[src/rtl/if_stage.sv]
// Instruction-fetch stage: owns the word-indexed PC, addresses the async ROM and
// fills the IF/ID register, honouring redirect > stall > fetch and halting past the ROM.
module if_stage #(
  parameter int N     = 32,
  parameter int Depth = 32
) (
  input  logic         clk,
  input  logic         reset,
  input  logic         stall,
  input  logic         redirect,
  input  logic [N-1:0] redirect_pc,
  output logic [N-1:0] rom_addr,
  input  logic [N-1:0] rom_instr,
  output logic [N-1:0] ifid_instr,
  output logic [N-1:0] ifid_pc,
  output logic         ifid_valid,
  output logic         halted,
  output logic [N-1:0] fetch_count
);

  typedef enum logic [1:0] {
    ACT_FETCH,
    ACT_HALT,
    ACT_HOLD,
    ACT_REDIRECT
  } action_e;

  localparam logic [N-1:0] DEPTH_N = N'(Depth);
  localparam logic [N-1:0] ONE_N   = N'(1);

  logic [N-1:0] pc_q,          pc_d;
  logic [N-1:0] ifid_instr_q,  ifid_instr_d;
  logic [N-1:0] ifid_pc_q,     ifid_pc_d;
  logic         ifid_valid_q,  ifid_valid_d;
  logic         halted_q,      halted_d;
  logic [N-1:0] fetch_count_q, fetch_count_d;

  action_e action;
  logic    pc_in_range;

  // The range check runs before the increment, so a redirect to 2^N-1 halts
  // instead of wrapping the PC back to 0.
  assign pc_in_range = (pc_q < DEPTH_N);

  always_comb begin
    if (redirect)         action = ACT_REDIRECT;
    else if (stall)       action = ACT_HOLD;
    else if (pc_in_range) action = ACT_FETCH;
    else                  action = ACT_HALT;
  end

  always_comb begin
    // NOTE: every next-state signal gets a hold default before the case, so no
    // path through the block leaves one unassigned and no latch is inferred.
    pc_d          = pc_q;
    ifid_instr_d  = ifid_instr_q;
    ifid_pc_d     = ifid_pc_q;
    ifid_valid_d  = ifid_valid_q;
    halted_d      = halted_q;
    fetch_count_d = fetch_count_q;
    unique case (action)
      ACT_REDIRECT: begin
        pc_d         = redirect_pc;
        ifid_instr_d = '0;
        ifid_pc_d    = '0;
        ifid_valid_d = 1'b0;
        halted_d     = 1'b0;
      end
      ACT_FETCH: begin
        pc_d          = pc_q + ONE_N;
        ifid_instr_d  = rom_instr;
        ifid_pc_d     = pc_q + ONE_N;
        ifid_valid_d  = 1'b1;
        fetch_count_d = fetch_count_q + ONE_N;
      end
      ACT_HALT: begin
        ifid_instr_d = '0;
        ifid_valid_d = 1'b0;
        halted_d     = 1'b1;
      end
      default: ;
    endcase
  end

  always_ff @(posedge clk or posedge reset) begin
    // NOTE: non-blocking assignments so every flop samples pre-edge values
    // regardless of statement order.
    if (reset) begin
      pc_q          <= '0;
      ifid_instr_q  <= '0;
      ifid_pc_q     <= '0;
      ifid_valid_q  <= 1'b0;
      halted_q      <= 1'b0;
      fetch_count_q <= '0;
    end else begin
      pc_q          <= pc_d;
      ifid_instr_q  <= ifid_instr_d;
      ifid_pc_q     <= ifid_pc_d;
      ifid_valid_q  <= ifid_valid_d;
      halted_q      <= halted_d;
      fetch_count_q <= fetch_count_d;
    end
  end

  assign rom_addr    = pc_q;
  assign ifid_instr  = ifid_instr_q;
  assign ifid_pc     = ifid_pc_q;
  assign ifid_valid  = ifid_valid_q;
  assign halted      = halted_q;
  assign fetch_count = fetch_count_q;

endmodule
[config.mk]
export PLATFORM = sky130hd
export DESIGN_NAME = if_stage
export DESIGN_NICKNAME = d
export VERILOG_FILES = /design/src/rtl/if_stage.sv
export SDC_FILE = /design/constraint.sdc
export NUM_CORES = 1
export LEC_CHECK = 0
export ABC_AREA = 1
export CAP_MARGIN = 25
export CORE_MARGIN = 2
export CORE_UTILIZATION = 48
export DETAILED_ROUTE_END_ITERATION = 6
export PLACE_DENSITY_LB_ADDON = 0.12
export SLEW_MARGIN = 20
export SYNTH_ARGS = -nofsm -noshare
export SYNTH_HDL_FRONTEND = slang
export SYNTH_SLANG_ARGS = --single-unit
[constraint.sdc]
create_clock -name clk -period 4.2 [get_ports clk]
set_input_delay 0.42 -clock clk [delete_from_list [all_inputs] [get_ports clk]]
set_output_delay 0.42 -clock clk [all_outputs]
set_load 0.1 [all_outputs]
; Word-level counts from Yosys, hierarchy flattened
; Cells that the tools add are included.
; W data, S select, Z words.
[classes]
n_addsub = 2
order_cmp = 1
n_eq_ne = 2
mux = 8
reduce_logical = 5
[ops]
columns = operator, count
row1 = $pmux W32 S2, 3
row2 = $add A32 B1 Y32 const B, 2
row3 = $lt A32 B6 Y1 const B, 1
row4 = $reduce_bool A2 Y1, 3
row5 = $mux W2, 2
row6 = $pmux W1 S2, 2
row7 = $eq A2 B1 Y1 const B, 1
row8 = $eq A2 B2 Y1 const B, 1
row9 = $logic_not A2 Y1, 1
row10 = $reduce_or A2 Y1, 1
row11 = $mux W1, 1
[totals]
regBits = 130
in_bits = 68
word_cells = 24

; Longest topological paths before layout
[depth]
depth_word = 7
depth_mapped = 17
depth_no_buf = 15

; Worst setup path before layout
; No wires, ideal clock.
[synth_timing]
path_kind = register to register
startpoint = reg pc_q[22] (netlist: rom_addr[22])
endpoint = reg fetch_count_q[28] (netlist: fetch_count[28])
arrival_time_ns = 2.763
required_ns = 4.043
slack_ns = 1.279
path_stages_with_launch = 17
cell_sequence = dfrtp_1 nor2_1 nand3_1 nor3_1 nand4_1 nand2_1 buf_4 ha_1 buf_4 nand2_2 nor2_4 nand3_4 nor2_4 nand2_2 nor2_4 nand2_2 xnor2_2
[synth_via]
elab_chain_cells = 5
[synth_rtl]
columns = element, line_no
row1 = "start, declared", 31  ; logic [N-1:0] pc_q, pc_d;
row2 = "start signal, assigned", 96  ; pc_q <= pc_d;
row3 = $lt A32 B6 Y1, 43  ; assign pc_in_range = (pc_q < DEPTH_N);
row4 = $mux W1, 48  ; else if (pc_in_range) action = ACT_FETCH;
row5 = $mux W2, 47  ; else if (stall) action = ACT_HOLD;
row6 = $mux W2, 46  ; if (redirect) action = ACT_REDIRECT;
row7 = $logic_not A2 Y1, 61  ; unique case (action)
row8 = "end signal, assigned", 101  ; fetch_count_q <= fetch_count_d;
row9 = "end, declared", 36  ; logic [N-1:0] fetch_count_q, fetch_count_d;
; No other way between the ends.
; A chain may end at the register's enable or synchronous reset.

; Final worst setup path
[layout_timing]
startpoint = reg pc_q[31] (netlist: rom_addr[31])
endpoint = reg fetch_count_q[27] (netlist: fetch_count[27])
; Same word-level chain as after synthesis.

==> flow_metrics.env <==
export IMPL_setup_viol_count_final=0
export IMPL_grt_overflow=0
export IMPL_rsz0062_at_grt="no"
export IMPL_syn_nets=947
export IMPL_ant_nets=0
export IMPL_cts_resized=0
export IMPL_grt_pass1_vias=6029
export IMPL_start_kind="flip-flop"
export IMPL_synth_seq_area_share=0.4895
export IMPL_fin_skew_ps=6.459
export IMPL_final_common_cell="nand2_1"
export IMPL_fp_dieH_um=121.7
export IMPL_core_area_um2=13400
export IMPL_drive_above_1_share=0.06285
export IMPL_clock_power_share=0.332
export IMPL_path_delay_family="simple AND/OR/NAND/NOR gates"
export IMPL_post_route_period_util=0.6541
export IMPL_yosys_warnings=0
export IMPL_power_w=0.004252
export IMPL_antenna_found_initial=0
export IMPL_end_kind="flip-flop"
export IMPL_slowest_delay_ps=420
export IMPL_cp_data_required_time_ps=4510
export IMPL_drtPass1Iterations=5
export IMPL_synthToLayoutAreaGrowth_pct=40.78
export IMPL_dp_hpwl_um=13140
export IMPL_path_buf_inv=2
export IMPL_p_per_area_nw_per_um2=454.4
export IMPL_period_needed_ps=2747
export IMPL_ctsLongestPathBuffers=2
export IMPL_cts_sink_count=130
export IMPL_cap_violations=0
export IMPL_worstPathMaxFanout=36
export IMPL_grt_usage=0.2563
export IMPL_p_leak_nw=4.443
export IMPL_grt_max_degree=71
export IMPL_hold_path_cell_count=1
export IMPL_worst_endpoint_arrival_ps=3060
export IMPL_syn_area_per_cell_um2=7.596
export IMPL_ios=198
export IMPL_num_vias=6280
export IMPL_port_buffers=197
export IMPL_outcome="finished, final reports clean"
export IMPL_finalHoldViolCount=0
export IMPL_intPower_w=0.002553
export IMPL_critPathSlowestCell="dfrtp_1"
export IMPL_antennaDiodeCount=0
export IMPL_fmax_mhz=364.0
export IMPL_cts_buffers=17
export IMPL_dieArea_um2=14800
export IMPL_cts_hold_fix_buffers=0
export IMPL_fp_dieW_um=121.7
export IMPL_cts_tree="yes"
export IMPL_p_sw_w=0.001699
export IMPL_syn_area_um2=6646
export IMPL_layout_nets=1142
export IMPL_cts_setup_buffers=0
export IMPL_fin_tns_setup_ps=0
export IMPL_postLayoutCoreUtil=0.6982
export IMPL_worst_r2r_cell_count=13
export IMPL_maxSlewHeadroom=0.2885
export IMPL_start_util=0.4960
export IMPL_worst_pin_slew_ps=1064
export IMPL_drv_slew=0
export IMPL_vdd_ir_drop_max_mv=0.3898
export IMPL_rows=42
export IMPL_cp_cell_sequence="inv_1, nand4_1, nor2_1, nand4_1, nand2_1, ha_2, inv_2, nor2_2, nand2_2, nor2_2, nand3_1, o21ai_0, nand2_1"
export IMPL_path_class="flip-flop to flip-flop"
export IMPL_clk_pin_slew_ps=60
export IMPL_routed_wl_um=18470
export IMPL_drtIter0Drc=506
export IMPL_worstSetupPathDepth=13
export IMPL_final_cell_mix="nand2_1, clkdlybuf4s50_1, dfrtp_1, nor2_1, nand3_1"
export IMPL_gp_congestion=0.8852
export IMPL_h_tree_depth=4
export IMPL_pwr_share_comb=0.321
export IMPL_hold_class="flip-flop to flip-flop"
export IMPL_clk_latency_ps=430
export IMPL_p_sw_frac=0.3995
export IMPL_p_seq_frac=0.346
export IMPL_root_buffer="clkbuf_16"
export IMPL_synth_cells=875
export IMPL_grt_first_pass_wirelength_um=29500
export IMPL_wl_per_cell_um=14.68
export IMPL_drcViolationCount=0
export IMPL_synth_cell_types=29
export IMPL_routed_via_density=4.992
export IMPL_synth_seq_cells=130
-- worst reg2reg max path, delay by kind of cell, from the launching register on --
| family | cells | cell delay [ps] |
|---|---|---|
| buffers and inverters | 2 | 400 |
| adders and majority gates | 1 | 260 |
| AOI/OAI and AO/OA | 1 | 180 |
| and+or+nand+nor | 9 | 1370 |
| DFF | 1 | 420 |
-- stage by stage --
step | setup slack, ps | instances | hold slack (ps) | instance area [µm²]
2_1_floorplan | 310.7 | 875 | 557.7 | 6646
3_3_place_gp | 1266 | 1226 | 460.8 | 8781
3_5_place_dp | 1179 | 1226 | 464.4 | 8781
4_1_cts | 1425 | 1257 | 479.8 | 9341
5_1_grt | 1124 | 1258 | 488.6 | 9356
6_report | 1453 | 1258 | 476.8 | 9356
-- cells by family (layout without fill, tap and decap cells) --
group,Yosys count,count (layout),synth area share
buffers and inverters,96,303,0.05704
DFF,130,130,0.4895
and+or+nand+nor,553,553,0.3526
xor gates and xnor gates,30,30,0.04066
AOI/OAI and AO/OA,62,62,0.05271
adders and majority gates,4,4,0.007530
-- state kept, by name, indices dropped and copies added, names as in the netlist --
register     count
halted           1
ifid_pc         32
ifid_instr      32
rom_addr        32
fetch_count     32
ifid_valid       1
-- power by group through the flow --
| stage | Combinational [W] | Sequential [W] | Clock, W |
|---|---|---|---|
| floorplan | 0.000294 | 0.00218 | 0 |
| global placement | 0.00136 | 0.00149 | 0 |
| detailed placement | 0.00137 | 0.00149 | 0 |
| CTS | 0.00137 | 0.00147 | 0.00144 |
| global route | 0.00144 | 0.00149 | 0.00149 |
| finish | 0.00137 | 0.00147 | 0.00141 |
-- synthesized netlist by cell type --
cell	n	area, µm²
nand2_1	329	1235
dfrtp_1	130	3253
nor2_1	97	364.1
nand3_1	75	375.4
inv_1	64	240.2
clkbuf_1	22	82.58
o21ai_0	21	105.1
xor2_1	17	148.9
a21oi_1	13	65.06
xnor2_1	12	105.1
nand4_1	11	68.82
a31oi_1	10	62.56
nor3_1	9	45.04
nand2_2	8	50.05
nor2_2	8	50.05
nor2_4	8	90.09
o21ai_1	7	35.03
o21bai_1	5	37.54
a22oi_1	4	30.03
buf_4	4	30.03
ha_1	4	50.05
buf_2	3	15.01
inv_2	3	11.26
nand3b_1	3	22.52
nor4_1	3	18.77
o21a_1	2	15.01
and2_1	1	6.260
nand3_4	1	17.52
xnor2_2	1	16.27
-- final timing paths --
kind | to | slack [ps] | start
setup / recovery | fetch_count[27] | 1450 | rom_addr[31]
hold reg to reg | ifid_pc[3] | 480 | ifid_pc[3]
max in group asynchronous | rom_addr[27] | 2850 | reset
hold / removal | ifid_pc[3] | 480 | ifid_pc[3]
setup reg to reg | fetch_count[27] | 1450 | rom_addr[31]
min in group asynchronous | ifid_instr[6] | 530 | reset
-- per-layer routing --
| metal | global-route usage | vias up | wire length, µm |
|---|---|---|---|
| met5 | 0 | - | 0 |
| li1 | - | 3161 | - |
| met2 | 0.4393 | 183 | 9086 |
| met3 | 0.06835 | 28 | 1066 |
| met1 | 0.3167 | 2908 | 7991 |
| met4 | 0.08046 | 0 | 321 |
-- area by class of cell --
cell class	count	area, µm²
Clock buffer	20	446.7
Clock inverter	11	113.9
Fill cell	1127	4044
Inverter	67	254.0
Multi-Input combinational cell	649	3017
Sequential cell	130	3253
Tap cell	176	220.2
Timing Repair Buffer	205	2052
Note: power is estimated with default switching activity, not from simulation.
